`config.mk`:
```
export PLATFORM = sky130hd
export DESIGN_NAME = pipe_adder_flat
export DESIGN_NICKNAME = d
export VERILOG_FILES = /design/src/rtl/pipe_adder_if.sv /design/src/rtl/pipe_adder.sv /design/src/flat_wrapper.sv
export SDC_FILE = /design/constraint.sdc
export NUM_CORES = 1
export LEC_CHECK = 0
export ABC_AREA = 1
export CORE_MARGIN = 4
export CORE_UTILIZATION = 40
export CTS_CLUSTER_DIAMETER = 120
export DETAILED_ROUTE_END_ITERATION = 16
export PLACE_DENSITY = 0.69
export SLEW_MARGIN = 20
export SYNTH_ARGS = -nofsm -noshare
export SYNTH_HDL_FRONTEND = slang
export SYNTH_SLANG_ARGS = --single-unit
```
`constraint.sdc`:
```
create_clock -name sys_clk -period 4.7 [get_ports sys_clk]
set_clock_uncertainty 0.1 [all_clocks]
set_input_delay 0.705 -clock sys_clk [delete_from_list [all_inputs] [get_ports sys_clk]]
set_output_delay 0.705 -clock sys_clk [all_outputs]
set_load 0.01 [all_outputs]
```
`src/rtl/pipe_adder_if.sv`:
```
// Operand/result handshake bundle for pipe_adder.
// Carries the operand beat (in_*) and the result beat (out_*).
interface pipe_adder_if #(
  parameter int WIDTH = 16
);
  logic             in_valid;
  logic             in_ready;
  logic [WIDTH-1:0] a;
  logic [WIDTH-1:0] b;
  logic             cin;
  logic             sub;
  logic             out_valid;
  logic             out_ready;
  logic [WIDTH-1:0] sum;
  logic             cout;
  logic             ovf;

  // Source/sink side: offers operands, consumes results.
  modport master (
    output in_valid,
    output a,
    output b,
    output cin,
    output sub,
    output out_ready,
    input  in_ready,
    input  out_valid,
    input  sum,
    input  cout,
    input  ovf
  );

  // Adder side.
  modport slave (
    input  in_valid,
    input  a,
    input  b,
    input  cin,
    input  sub,
    input  out_ready,
    output in_ready,
    output out_valid,
    output sum,
    output cout,
    output ovf
  );
endinterface

```
`src/rtl/pipe_adder.sv`:
```
// Pipelined WIDTH-bit add/sub split into STAGES carry-chained slices.
// Ports: sys_clk, rst_n (async, active low), bus (pipe_adder_if.slave).
module pipe_adder #(
  parameter int WIDTH  = 16,
  parameter int STAGES = 4
) (
  input logic         sys_clk,
  input logic         rst_n,
  pipe_adder_if.slave bus
);
  localparam int SW  = WIDTH / STAGES;
  localparam int OPN = (STAGES > 1) ? STAGES - 1 : 1;

  logic adv;

  logic [STAGES-1:0] vld_q;
  logic [STAGES-1:0] vld_d;
  logic [STAGES-1:0] cy_q;
  logic [STAGES-1:0] cy_d;
  logic              ovf_q;
  logic              ovf_d;
  logic [WIDTH-1:0]  sum_q [STAGES];
  logic [WIDTH-1:0]  sum_d [STAGES];
  logic [WIDTH-1:0]  opa_q [OPN];
  logic [WIDTH-1:0]  opa_d [OPN];
  logic [WIDTH-1:0]  opb_q [OPN];
  logic [WIDTH-1:0]  opb_d [OPN];

  logic [WIDTH-1:0]  b_eff;
  logic              c0;
  logic [WIDTH-1:0]  src_a [STAGES];
  logic [WIDTH-1:0]  src_b [STAGES];
  logic [WIDTH-1:0]  src_s [STAGES];
  logic [STAGES-1:0] src_c;
  logic [SW:0]       part  [STAGES];
  logic              c_msb;

  // Global stall: the whole pipe moves only when the output slot frees.
  assign adv = !vld_q[STAGES-1] || bus.out_ready;

  always_comb begin
    // A - B - cin == A + ~B + (1 - cin)
    b_eff    = bus.sub ? ~bus.b : bus.b;
    c0       = bus.sub ? ~bus.cin : bus.cin;

    src_a[0] = bus.a;
    src_b[0] = b_eff;
    src_c[0] = c0;
    src_s[0] = '0;
    for (int k = 1; k < STAGES; k++) begin
      src_a[k] = opa_q[k-1];
      src_b[k] = opb_q[k-1];
      src_c[k] = cy_q[k-1];
      src_s[k] = sum_q[k-1];
    end

    for (int k = 0; k < STAGES; k++) begin
      part[k] = {1'b0, SW'(src_a[k] >> (k * SW))}
              + {1'b0, SW'(src_b[k] >> (k * SW))}
              + (SW+1)'(src_c[k]);
    end

    // Carry into the MSB recovered from the MSB sum bit.
    c_msb = src_a[STAGES-1][WIDTH-1]
          ^ src_b[STAGES-1][WIDTH-1]
          ^ part[STAGES-1][SW-1];
  end

  always_comb begin
    vld_d = vld_q;
    cy_d  = cy_q;
    ovf_d = ovf_q;
    sum_d = sum_q;
    opa_d = opa_q;
    opb_d = opb_q;
    if (adv) begin
      vld_d[0] = bus.in_valid;
      for (int k = 1; k < STAGES; k++) begin
        vld_d[k] = vld_q[k-1];
      end
      for (int k = 0; k < STAGES; k++) begin
        // Lower slices above this one are still zero, so OR merges.
        sum_d[k] = src_s[k]
                 | (WIDTH'(part[k][SW-1:0]) << (k * SW));
        cy_d[k]  = part[k][SW];
      end
      for (int k = 0; k < STAGES - 1; k++) begin
        opa_d[k] = src_a[k];
        opb_d[k] = src_b[k];
      end
      ovf_d = c_msb ^ part[STAGES-1][SW];
    end
  end

  always_ff @(posedge sys_clk or negedge rst_n) begin
    if (!rst_n) begin
      vld_q <= '0;
      cy_q  <= '0;
      ovf_q <= 1'b0;
      for (int k = 0; k < STAGES; k++) begin
        sum_q[k] <= '0;
      end
      for (int k = 0; k < OPN; k++) begin
        opa_q[k] <= '0;
        opb_q[k] <= '0;
      end
    end else begin
      vld_q <= vld_d;
      cy_q  <= cy_d;
      ovf_q <= ovf_d;
      sum_q <= sum_d;
      opa_q <= opa_d;
      opb_q <= opb_d;
    end
  end

  assign bus.in_ready  = adv;
  assign bus.out_valid = vld_q[STAGES-1];
  assign bus.sum       = sum_q[STAGES-1];
  assign bus.cout      = cy_q[STAGES-1];
  assign bus.ovf       = ovf_q;
endmodule

```
`src/flat_wrapper.sv`:
```
// flat-port wrapper written by rule: the top's interface ports become plain ports
module pipe_adder_flat 
#(
  parameter int WIDTH  = 16,
  parameter int STAGES = 4
)
  (sys_clk, rst_n, bus_in_valid, bus_a, bus_b, bus_cin, bus_sub, bus_out_ready, bus_in_ready, bus_out_valid, bus_sum, bus_cout, bus_ovf);
  pipe_adder_if #(.WIDTH(WIDTH)) bus_i ();
  input logic sys_clk;
  input logic rst_n;
  input wire logic [$bits(bus_i.in_valid)-1:0] bus_in_valid;
  input wire logic [$bits(bus_i.a)-1:0] bus_a;
  input wire logic [$bits(bus_i.b)-1:0] bus_b;
  input wire logic [$bits(bus_i.cin)-1:0] bus_cin;
  input wire logic [$bits(bus_i.sub)-1:0] bus_sub;
  input wire logic [$bits(bus_i.out_ready)-1:0] bus_out_ready;
  output wire logic [$bits(bus_i.in_ready)-1:0] bus_in_ready;
  output wire logic [$bits(bus_i.out_valid)-1:0] bus_out_valid;
  output wire logic [$bits(bus_i.sum)-1:0] bus_sum;
  output wire logic [$bits(bus_i.cout)-1:0] bus_cout;
  output wire logic [$bits(bus_i.ovf)-1:0] bus_ovf;
  assign bus_i.in_valid = bus_in_valid;
  assign bus_i.a = bus_a;
  assign bus_i.b = bus_b;
  assign bus_i.cin = bus_cin;
  assign bus_i.sub = bus_sub;
  assign bus_i.out_ready = bus_out_ready;
  assign bus_in_ready = bus_i.in_ready;
  assign bus_out_valid = bus_i.out_valid;
  assign bus_sum = bus_i.sum;
  assign bus_cout = bus_i.cout;
  assign bus_ovf = bus_i.ovf;
  pipe_adder #(.WIDTH(WIDTH), .STAGES(STAGES)) u_core (.sys_clk(sys_clk), .rst_n(rst_n), .bus(bus_i));
endmodule
```
Yosys cells after proc, flatten, opt, wreduce, memory -nomap -nowiden
Index checks and enable logic that the tools add are counted.
{ "totals": {"ff_bits": 157} }
{ "op_classes": {"n_reduce_logical": 2, "muxes": 2, "n_bitwise": 8, "n_addsub": 8} }
{ "op_table": {"columns": ["op", "count"], "rows": [
  ["adder 4 x 4 -> 5 bit", 4],
  ["adder 5 x 1 -> 5 bit", 4],
  ["two-way mux 16 bit", 1],
  ["inverter 16 bit", 1],
  ["bitwise OR 16 x 12 -> 16 bit", 1],
  ["bitwise OR 16 bit", 1],
  ["bitwise OR 4 x 8 -> 8 bit", 1],
  ["bitwise XOR 1 bit", 3],
  ["logical NOT 1 bit", 1],
  ["logical OR 1 bit", 1],
  ["two-way mux 1 bit", 1],
  ["inverter 1 bit", 1]
]} }

Depth between registers and ports, before layout
{ "depth": {"depth_word": 4, "ltp_mapped": 11, "ltp_nobuf": 9} }

Worst setup path after synthesis
OpenSTA, ideal clock, no wires.
{ "synth_timing": {"path_type": "input to register", "from": "input port bus_sub", "to": "register u_core.sum_q, in the netlist u_core.src_s[34]", "arrival_ps": 2212, "slack_ps": 2306, "cell_stages": 7, "required_ps": 4517, "n_path_buf": 2, "cell_sequence": "buf_6 -> buf_6 -> xnor2_1 -> fa_1 -> fa_1 -> xor2_1 -> o21ai_0"} }
{ "synth_between": {"elab_chain_len": 3, "elab_cells_between_ends": 4} }
{ "synth_lines": {"columns": ["element", "line", "rtl"], "rows": [
  ["start: declaration", "flat_wrapper.sv:15", "input wire logic [$bits(bus_i.sub)-1:0] bus_sub;"],
  ["two-way mux 16 bit", "pipe_adder.sv:43", "b_eff = bus.sub ? ~bus.b : bus.b;"],
  ["adder 4 x 4 -> 5 bit", "pipe_adder.sv:59", "+ {1'b0, SW'(src_b[k] >> (k * SW))}"],
  ["adder 5 x 1 -> 5 bit (*)", "pipe_adder.sv:60", "+ (SW+1)'(src_c[k]);"],
  ["end signal: assignment", "pipe_adder.sv:111", "sum_q <= sum_d;"],
  ["end: declaration", "pipe_adder.sv:22", "logic [WIDTH-1:0] sum_q [STAGES];"]
]} }
Every way passes the cells marked *; elsewhere a longest branch is shown, timed or not.
A chain may end at the register's enable or synchronous reset.

Worst setup path in the final report
Ends and elaborated chain as after synthesis.

==> metrics.txt <==
status=completed; #FFs+latches synth=97; vias in the first global route=3222; Port-buffer cells=57; RSZ-0062 raised after global routing=no; Detailed Route WL=7.96 mm; DRT antenna net count=0; clock share of power=0.155; final core occ=0.492; layout cells sized above 1=0.0455; Hold WC Path Type=in -> async; Final min period=3.07 ns; total track usage=0.138; Max Freq=326 MHz; Seq pwr share=0.451; Synth Warn #=0; CTS root buf=clkbuf_8; sequential-to-total area share from yosys stat=0.558; worst-skew pair later-pin latency=0.36 ns; Die ar.=0.0126 mm²; CTS buffer count=9; worst relative slew slack=0.343; period utilization=0.652; total global routing overflow=0; vias per cell=4.60; HPWL after detailed placement=5.34 mm; CP max FO=17; core area=0.0105 mm²; Post-CTS Resized=0; Die Wd=112 µm; Syn Area/Cell=9.18 µm²; Synth cell types=20; hold_buf cts=0; Post-CTS Setup Bufs=0; Clock Path Buffers=2; mapped cell area=0.00435 mm²; fill count=1006; clock-pin transition on the worst setup and hold timing paths=0.09 ns; Lkg Pwr=2.48 nW; area grow syn2layout=18.4%; switching share of total power=0.372; Syn Nets=532; Async SR Flop Fraction=1.00; Antenna Diode Count=0; antenna violations before repair=0; WP data arrival=3.17 ns; worst slack, placed=1.21 ns; Final Hold Fails=0; Final nets=581; Gate power share=0.394; Mapped Cells=474; non-filler cells, final=664; Clock Sinks=97; Final setup viols=0; CP Launch Type=input port; Detailed Routing Iterations Pass 1=4; # placed instances=648; IO Pins=58; drt initial violations=221; largest net degree at the start of global routing=115; final critical-path setup slack=1.63 ns; VDD IR-drop max=204 µV; commonest cells in the netlist=nand2_1, dfrtp_1, o21ai_0; top_reg_cell synth=dfrtp_1; final max-slew violation count=0; Final TNS setup=0 ns; Area contributors post-synth=dfrtp_1, nand2_1, o21ai_0; H-tree Lvls=3; routability cong.=0.767; Worst EP required=4.81 ns; CP Class=in -> reg; TritonCTS clock tree=yes; pwr dens=602 mW/mm²; post-synth top area cell=dfrtp_1; Worst setup EP type=flip-flop; first-pass GRT wire length=14.5 mm; total of max-cap violations=0; via count=3055; # DRC=0; die height=112 µm; Initial Utilization=0.416; Synth top area share=0.558; Avg WL per Cell=12.0 µm; top-count cell post-synth=nand2_1; row cnt=37; worst-margin pin slew=0.986 ns; Psw=0.00115 W; Power Internal=0.00195 W; Post-synth EDFFs=0
cells in the final DEF (no fill, tap or decap):
cell type and count:
nand3_1 12, ha_1 12, xnor2_1 15, or2_2 4, o21ai_0 42, a21oi_1 5, xor2_1 4, clkbuf_1 2
o21ai_1 25, inv_2 1, clkinv_2 1, clkdlybuf4s50_1 56, fa_1 8, clkinvlp_4 2, nand3b_1 1, nor2_1 14
clkinv_4 1, buf_4 4, dfrtp_1 97, nand2_1 171, nor2_4 1, inv_1 40, clkbuf_8 10
state kept, by name, indices dropped and copies added (netlist names):
name / flops
u_core.cy_q: 4
u_core.opb_q: 24
u_core.vld_q: 4
u_core.bus.ovf: 1
u_core.bus.sum: 16
u_core.src_s: 24
u_core.opa_q: 24
power by group through the flow:
stage / registers, W / logic (W) / clock network (W)
after global placement: 0.00141 / 0.00119 / 0
after detailed placement: 0.00142 / 0.00124 / 0
final: 0.00140 / 0.00122 / 0.000480
after global routing: 0.00145 / 0.00144 / 0.000532
after floorplan: 0.00141 / 0.000831 / 0
after CTS: 0.00140 / 0.00125 / 0.000498
final cells by class:
| type | instances | area [µm²] | area share |
|---|---|---|---|
| Sequential cell | 97 | 2430 | 0.471 |
| Timing Repair Buffer | 60 | 591 | 0.115 |
| Inverter | 41 | 154 | 0.0299 |
| Clock buffer | 12 | 145 | 0.0282 |
| Clock inverter | 4 | 28.8 | 0.00559 |
| Tap cell | 136 | 170 | 0.0330 |
| Multi-Input combinational cell | 314 | 1640 | 0.317 |
cell families after synthesis:
family / synth area share
fa+ha+maj: 0.0713
compound gates: 0.0828
flops: 0.558
simple gates: 0.183
buf+inv: 0.0664
xor+xnor: 0.0382
stage by stage:
stage	power, W	hold slack (ns)	area, µm²
CTS	0.00315	0.300	5150
global placement	0.00260	0.352	4980
detailed placement	0.00266	0.358	4980
finish	0.00310	0.272	5150
floorplan	0.00224	0.309	4350
global route	0.00342	0.327	5150
routing by layer:
metal,part of all wire,GRT usage
met1,0.49,0.185
met2,0.44,0.219
met3,0.058,0.0399
met4,0.015,0.0441
met5,0,0
worst max-delay path, cell delays in order:
cell,delay (ns)
clkdlybuf4s50_1,1.09
xnor2_1,0.22
fa_1,0.47
fa_1,0.42
xor2_1,0.18
o21ai_0,0.09
path summary, 6_finish.rpt:
path	startpoint	to	slack [ns]	depth (start not counted)
worst max-delay path	bus_sub	u_core.src_s[34]	1.63	6
worst min-delay path	rst_n	u_core.opa_q[26]	0.27	1
worst max register to register	u_core.opb_q[12]	u_core.bus.ovf	2.71	8
worst min register to register	u_core.src_s[11]	u_core.bus.sum[11]	0.38	2
max in group asynchronous	rst_n	u_core.opa_q[13]	3.23	2
min in group sys_clk	u_core.src_s[11]	u_core.bus.sum[11]	0.38	2
Power figures use the tool's default switching activity.
